--- config.mk ---
export PLATFORM = sky130hd
export DESIGN_NAME = alu_seq_ctrl
export DESIGN_NICKNAME = d
export VERILOG_FILES = /design/src/rtl/alu_seq_ctrl.sv
export SDC_FILE = /design/constraint.sdc
export NUM_CORES = 1
export LEC_CHECK = 0
export CORE_MARGIN = 2
export CORE_UTILIZATION = 57
export CTS_BUF_LIST = sky130_fd_sc_hd__clkbuf_8
export CTS_CLUSTER_DIAMETER = 200
export DETAILED_ROUTE_END_ITERATION = 10
export GPL_TIMING_DRIVEN = 0
export PLACE_DENSITY = 0.83
export REMOVE_ABC_BUFFERS = 1
export SYNTH_ARGS = -nofsm -noshare
export SYNTH_HDL_FRONTEND = slang
export SYNTH_SLANG_ARGS = --single-unit
--- constraint.sdc ---
create_clock -name clk -period 4.98 [get_ports clk]
set_input_delay 1.245 -clock clk [delete_from_list [all_inputs] [get_ports clk]]
set_output_delay 1.245 -clock clk [all_outputs]
set_load 0.05 [all_outputs]
--- src/rtl/alu_seq_ctrl.sv ---
// Sequential ALU controller: single-cycle add/sub/and/or/nor/slt with an
// optional WIDTH-cycle shift-add multiplier.
// Build macro ALU_SEQ_MUL_EN enables the multiplier (state MUL, funct 1000);
// without it, funct 1000 decodes as illegal.
// WIDTH is intended for 8..64.
module alu_seq_ctrl #(
  parameter int unsigned WIDTH = 32
) (
  input  logic             clk,
  input  logic             rst_n,
  input  logic             start,
  input  logic [1:0]       aluop,
  input  logic [3:0]       funct,
  input  logic [WIDTH-1:0] a,
  input  logic [WIDTH-1:0] b,
  output logic             ready,
  output logic             done,
  output logic [WIDTH-1:0] result,
  output logic             zero,
  output logic             illegal
);

`ifdef ALU_SEQ_MUL_EN
  typedef enum logic [1:0] {StIdle, StExec, StMul} state_e;
  localparam int unsigned CntW = $clog2(WIDTH) + 1;
`else
  typedef enum logic [1:0] {StIdle, StExec} state_e;
`endif

  typedef enum logic [2:0] {OpAdd, OpSub, OpAnd, OpOr, OpNor, OpSlt, OpMul, OpIll} op_e;

  state_e           state_q, state_d;
  logic [WIDTH-1:0] result_q, result_d;
  logic             zero_q, zero_d;
  logic             illegal_q, illegal_d;
  logic             done_q, done_d;

  op_e              op;
  logic [WIDTH-1:0] alu_res;

`ifdef ALU_SEQ_MUL_EN
  logic [WIDTH-1:0] mcand_q, mcand_d;
  logic [WIDTH-1:0] mplier_q, mplier_d;
  logic [WIDTH-1:0] acc_q, acc_d;
  logic [CntW-1:0]  cnt_q, cnt_d;
  logic [WIDTH-1:0] acc_step;
`endif

  // Decode aluop/funct into an internal operation class.
  always_comb begin
    op = OpIll;
    case (aluop)
      2'b00: op = OpAdd;
      2'b01: op = OpSub;
      2'b10: begin
        case (funct)
          4'b0000: op = OpAdd;
          4'b0010: op = OpSub;
          4'b0100: op = OpAnd;
          4'b0101: op = OpOr;
          4'b0111: op = OpNor;
          4'b1010: op = OpSlt;
`ifdef ALU_SEQ_MUL_EN
          4'b1000: op = OpMul;
`endif
          default: op = OpIll;
        endcase
      end
      default: op = OpIll;
    endcase
  end

  // Single-cycle datapath, evaluated on the request inputs at acceptance.
  always_comb begin
    alu_res = '0;
    case (op)
      OpAdd:   alu_res = a + b;
      OpSub:   alu_res = a - b;
      OpAnd:   alu_res = a & b;
      OpOr:    alu_res = a | b;
      OpNor:   alu_res = ~(a | b);
      OpSlt:   alu_res = {{(WIDTH-1){1'b0}}, ($signed(a) < $signed(b))};
      default: alu_res = '0;
    endcase
  end

  // Next-state logic: FSM, result registers and multiplier iteration.
  always_comb begin
    state_d   = state_q;
    result_d  = result_q;
    zero_d    = zero_q;
    illegal_d = illegal_q;
    done_d    = 1'b0;
`ifdef ALU_SEQ_MUL_EN
    mcand_d   = mcand_q;
    mplier_d  = mplier_q;
    acc_d     = acc_q;
    cnt_d     = cnt_q;
    acc_step  = acc_q + (mplier_q[0] ? mcand_q : '0);
`endif
    case (state_q)
      StIdle: begin
        if (start) begin
`ifdef ALU_SEQ_MUL_EN
          if (op == OpMul) begin
            // First partial product folded into acceptance so the last
            // step lands exactly WIDTH cycles later.
            state_d  = StMul;
            acc_d    = b[0] ? a : '0;
            mcand_d  = a << 1;
            mplier_d = b >> 1;
            cnt_d    = CntW'(1);
          end else
`endif
          begin
            // Result registered at acceptance so it is valid with done.
            state_d   = StExec;
            result_d  = alu_res;
            zero_d    = (alu_res == '0);
            illegal_d = (op == OpIll);
            done_d    = 1'b1;
          end
        end
      end
      StExec: state_d = StIdle;
`ifdef ALU_SEQ_MUL_EN
      StMul: begin
        if (done_q) begin
          state_d = StIdle;
        end else begin
          acc_d    = acc_step;
          mcand_d  = mcand_q << 1;
          mplier_d = mplier_q >> 1;
          cnt_d    = cnt_q + CntW'(1);
          if (cnt_q == CntW'(WIDTH - 1)) begin
            result_d  = acc_step;
            zero_d    = (acc_step == '0);
            illegal_d = 1'b0;
            done_d    = 1'b1;
          end
        end
      end
`endif
      default: state_d = StIdle;
    endcase
  end

  // State and output registers with synchronous active-low reset.
  always_ff @(posedge clk) begin
    if (!rst_n) begin
      state_q   <= StIdle;
      result_q  <= '0;
      zero_q    <= 1'b1;
      illegal_q <= 1'b0;
      done_q    <= 1'b0;
`ifdef ALU_SEQ_MUL_EN
      mcand_q   <= '0;
      mplier_q  <= '0;
      acc_q     <= '0;
      cnt_q     <= '0;
`endif
    end else begin
      state_q   <= state_d;
      result_q  <= result_d;
      zero_q    <= zero_d;
      illegal_q <= illegal_d;
      done_q    <= done_d;
`ifdef ALU_SEQ_MUL_EN
      mcand_q   <= mcand_d;
      mplier_q  <= mplier_d;
      acc_q     <= acc_d;
      cnt_q     <= cnt_d;
`endif
    end
  end

  assign ready   = (state_q == StIdle);
  assign done    = done_q;
  assign result  = result_q;
  assign zero    = zero_q;
  assign illegal = illegal_q;

endmodule
==> run metrics <==
arrival time at the worst endpoint=5050 ps; Max Clock Freq=207 MHz; static leakage power=3.56 nW; Max Fanout on Critical Path=9; clock root buffer master=sky130_fd_sc_hd__clkbuf_8; number of standard-cell rows in the floorplan=40; chip width=115 µm; count of distinct cell types in the synthesized netlist=84; vias in the first global route=7,385; part of the Yosys area used for sequential elements=10.2%; total detailed-routing wirelength=24.1 mm; type of the tightest min-delay check=flop to flop; depth of the most critical reg-to-reg path=10; Placement Cell Area=0.00820 mm²; run status=completed; post-detailed-route via-to-cell ratio=6.64; height of the die=115 µm; critical register-to-register path endpoint=zero; Crit Path Category=primary input to flop; number of flip-flops and latches in the synthesized netlist=36; warning count from the yosys run=0; routed length on met3=3.02 mm; EDFF count, synth=0; latest clock arrival within the worst-skew pair=290 ps; max incr delay on CP=820 ps; total of endpoints with negative setup slack in the final report=0; worst min-delay path startpoint=result[25]; maximum buffer depth of the clock tree=2; number of vias after detailed routing=8,323; cell occurring most often along the worst timing path=sky130_fd_sc_hd__inv_1; max_slew headroom=31.9%; share of cells above drive strength 1=5.99%; first-pass GRT wire length=37.6 mm; Layout Cell Area excl Fill=0.00848 mm²; list of cells traversed by the critical path=clkdlybuf4s50_1 > inv_1 > ha_1 > inv_1 > a311o_1 > o21ai_0 > a31oi_1 > a221o_1 > a222oi_1 > and4_1 > nand4_1 > o21ai_1; net count of the finished layout=1,260; hold endpoint=result[25]; antenna violations before repair=0; capturing element type of the critical path=flop; Boundary Pins=109; leading register cell type out of synthesis=sky130_fd_sc_hd__dfxtp_1; post-synth design cell area=0.00708 mm²; buffers added on ports=108; core region area=0.0121 mm²; maximum level of the CTS H-tree=2; gate count after technology mapping=1,018; CP bufs+invs=3; most common cell after layout, fill and taps aside=sky130_fd_sc_hd__nor2_1; Critical R2R Launch=state_q[0]; final routed DRC violation total=0; Final Hold Viols=0; clock tree from TritonCTS=built; initial core utilization=58.7%; number of hold-repair buffers added at the cts stage=0; Fill cells=1,056; DRT antenna net count=0; FFs w/ async S/R, synth=0%; average detailed-routed wire length per instance=19.2 µm; top library cells by usage in the layout, fill and taps aside=sky130_fd_sc_hd__nor2_1 (119), sky130_fd_sc_hd__clkdlybuf4s50_1 (106), sky130_fd_sc_hd__inv_1 (97); sum of overflow across all layers after global routing=0; Worst Skew=7.43 ps; synthesized area divided by synthesized cell count=6.95 µm²; RSZ-0062 raised after global routing=no; router iterations before antenna repair=6; uppermost layer routed=met4; worst path setup slack after routing=159 ps; Met1 Wirelength=10.4 mm; maximum number of pins on one net before global-route repair=51; CTS sink cnt=36; Final period util=96.8%; minimum setup slack after placement=-637 ps; Peak supply drop=0.000104 V; GR Util All Layers=35.1%; starting DRC count in detailed routing=1,080; area added between synthesis and finish=19.8%; endpoint required time on the critical path=5210 ps; DPL Wire Length=18.4 mm; antenna fix cells=0; standard cell with the maximum stage delay on the critical path=sky130_fd_sc_hd__a222oi_1; Die Outline Area=0.0133 mm²; met2 wire length=10.0 mm; hold-critical path depth=2; time the final worst path needs with I/O delays and setup=4820 ps; Worst-Margin Slew=1020 ps; total of max-cap violations=0; Reg2Reg Setup Slack=2300 ps; weighted congestion at the end of routability-driven global placement=1.05; start point of the critical path=a[4]; dominant delay contributor by cell family on the critical path=compound AO/OA/AOI/OAI gates; number of clock buffers inserted by TritonCTS=5; number of slew-limit violations in the final report=0; clock slew at reported path FFs=80 ps; PD cells=182 mW/mm²; startpoint class of the critical path=primary input
==> kinds of logic after synthesis <==
family | after synthesis | synth area share (%)
buf+inv | 160 | 8.78
simple gates | 338 | 23.3
mux | 3 | 0.442
xor+xnor | 34 | 4.21
fa+ha+maj | 102 | 18.2
flops | 36 | 10.2
compound gates | 345 | 34.8
==> layer usage <==
metal | vias up | GRT usage [%]
met5 | - | 0
li1 | 3877 | -
met3 | 66 | 6.38
met4 | 0 | 11.2
met1 | 3811 | 50.6
met2 | 569 | 52.8
==> power by group <==
part           internal (W)  total, W  switching (W)
clock              0.000112  0.000223       0.000111
sequential         0.000314  0.000328      0.0000148
combinational      0.000373  0.000994       0.000621
==> worst max path at each step <==
stage | cells after the start | endpoint | slack (ps)
floorplan | 9 | zero | 710
detailed placement | 14 | zero | -640
CTS | 15 | zero | 20
finish | 12 | zero | 160
global route | 12 | zero | 20
global placement | 10 | zero | -2960
==> synth_stat cells, drive strengths merged, types with 15 or more instances <==
master,count,area (µm²)
a21oi,59,307
a211oi,27,208
ha,100,1250
clkbuf,45,169
nor3,35,175
nand2,61,229
a31oi,16,100
o21ai,66,330
nor2b,18,113
xnor2,28,245
nor2,119,447
a221o,15,150
nand3,24,120
nand4,16,100
inv,97,364
dfxtp,36,721
buf,17,85.1
==> cell type report <==
class	instances	area, µm²	share of cell area (%)
clock buffers	6	82.6	0.974
clock inverters	2	15.0	0.177
inverters	98	368	4.34
multi-input cells	822	5860	69.1
flip-flops and latches	36	721	8.50
well taps	168	210	2.48
repair buffers	122	1220	14.4
==> worst register-to-register path: stages (launching register included) <==
cell and delay, ps:
sky130_fd_sc_hd__dfxtp_1 340, sky130_fd_sc_hd__inv_1 70, sky130_fd_sc_hd__nand2_1 430, sky130_fd_sc_hd__a221o_1 490, sky130_fd_sc_hd__a211o_1 270, sky130_fd_sc_hd__a21oi_1 140, sky130_fd_sc_hd__a22o_1 210, sky130_fd_sc_hd__nand4_1 110
sky130_fd_sc_hd__nor4_2 230, sky130_fd_sc_hd__nand4_1 170, sky130_fd_sc_hd__o21ai_1 150
==> flip-flops by register name, summed over array words and instances, names as in the netlist <==
register / cells
result: 32
done: 1
illegal: 1
state_q: 1
zero: 1
==> timing repair <==
item | in CTS | in global routing
endpoints found under the hold margin | 0 | 0
pin swaps | 1 | 12
buffers inserted | 1 | 11
setup endpoints to repair | 3 | 8
resized for setup | 2 | 22
==> metrics by stage <==
step | std cells | total power, W | hold slack [ps] | util, % | setup TNS [ps]
6_report | 1254 | 0.00155 | 478 | 70.3 | 0
5_1_grt | 1254 | 0.00163 | 516 | 70.3 | 0
3_3_place_gp | 1232 | 0.00125 | 449 | 67.3 | -64260
4_1_cts | 1243 | 0.00149 | 480 | 68.9 | 0
2_1_floorplan | 956 | 0.000958 | 681 | - | 0
3_5_place_dp | 1234 | 0.00127 | 471 | 68.0 | -1950
No activity file was read; power rests on OpenSTA's default activity.
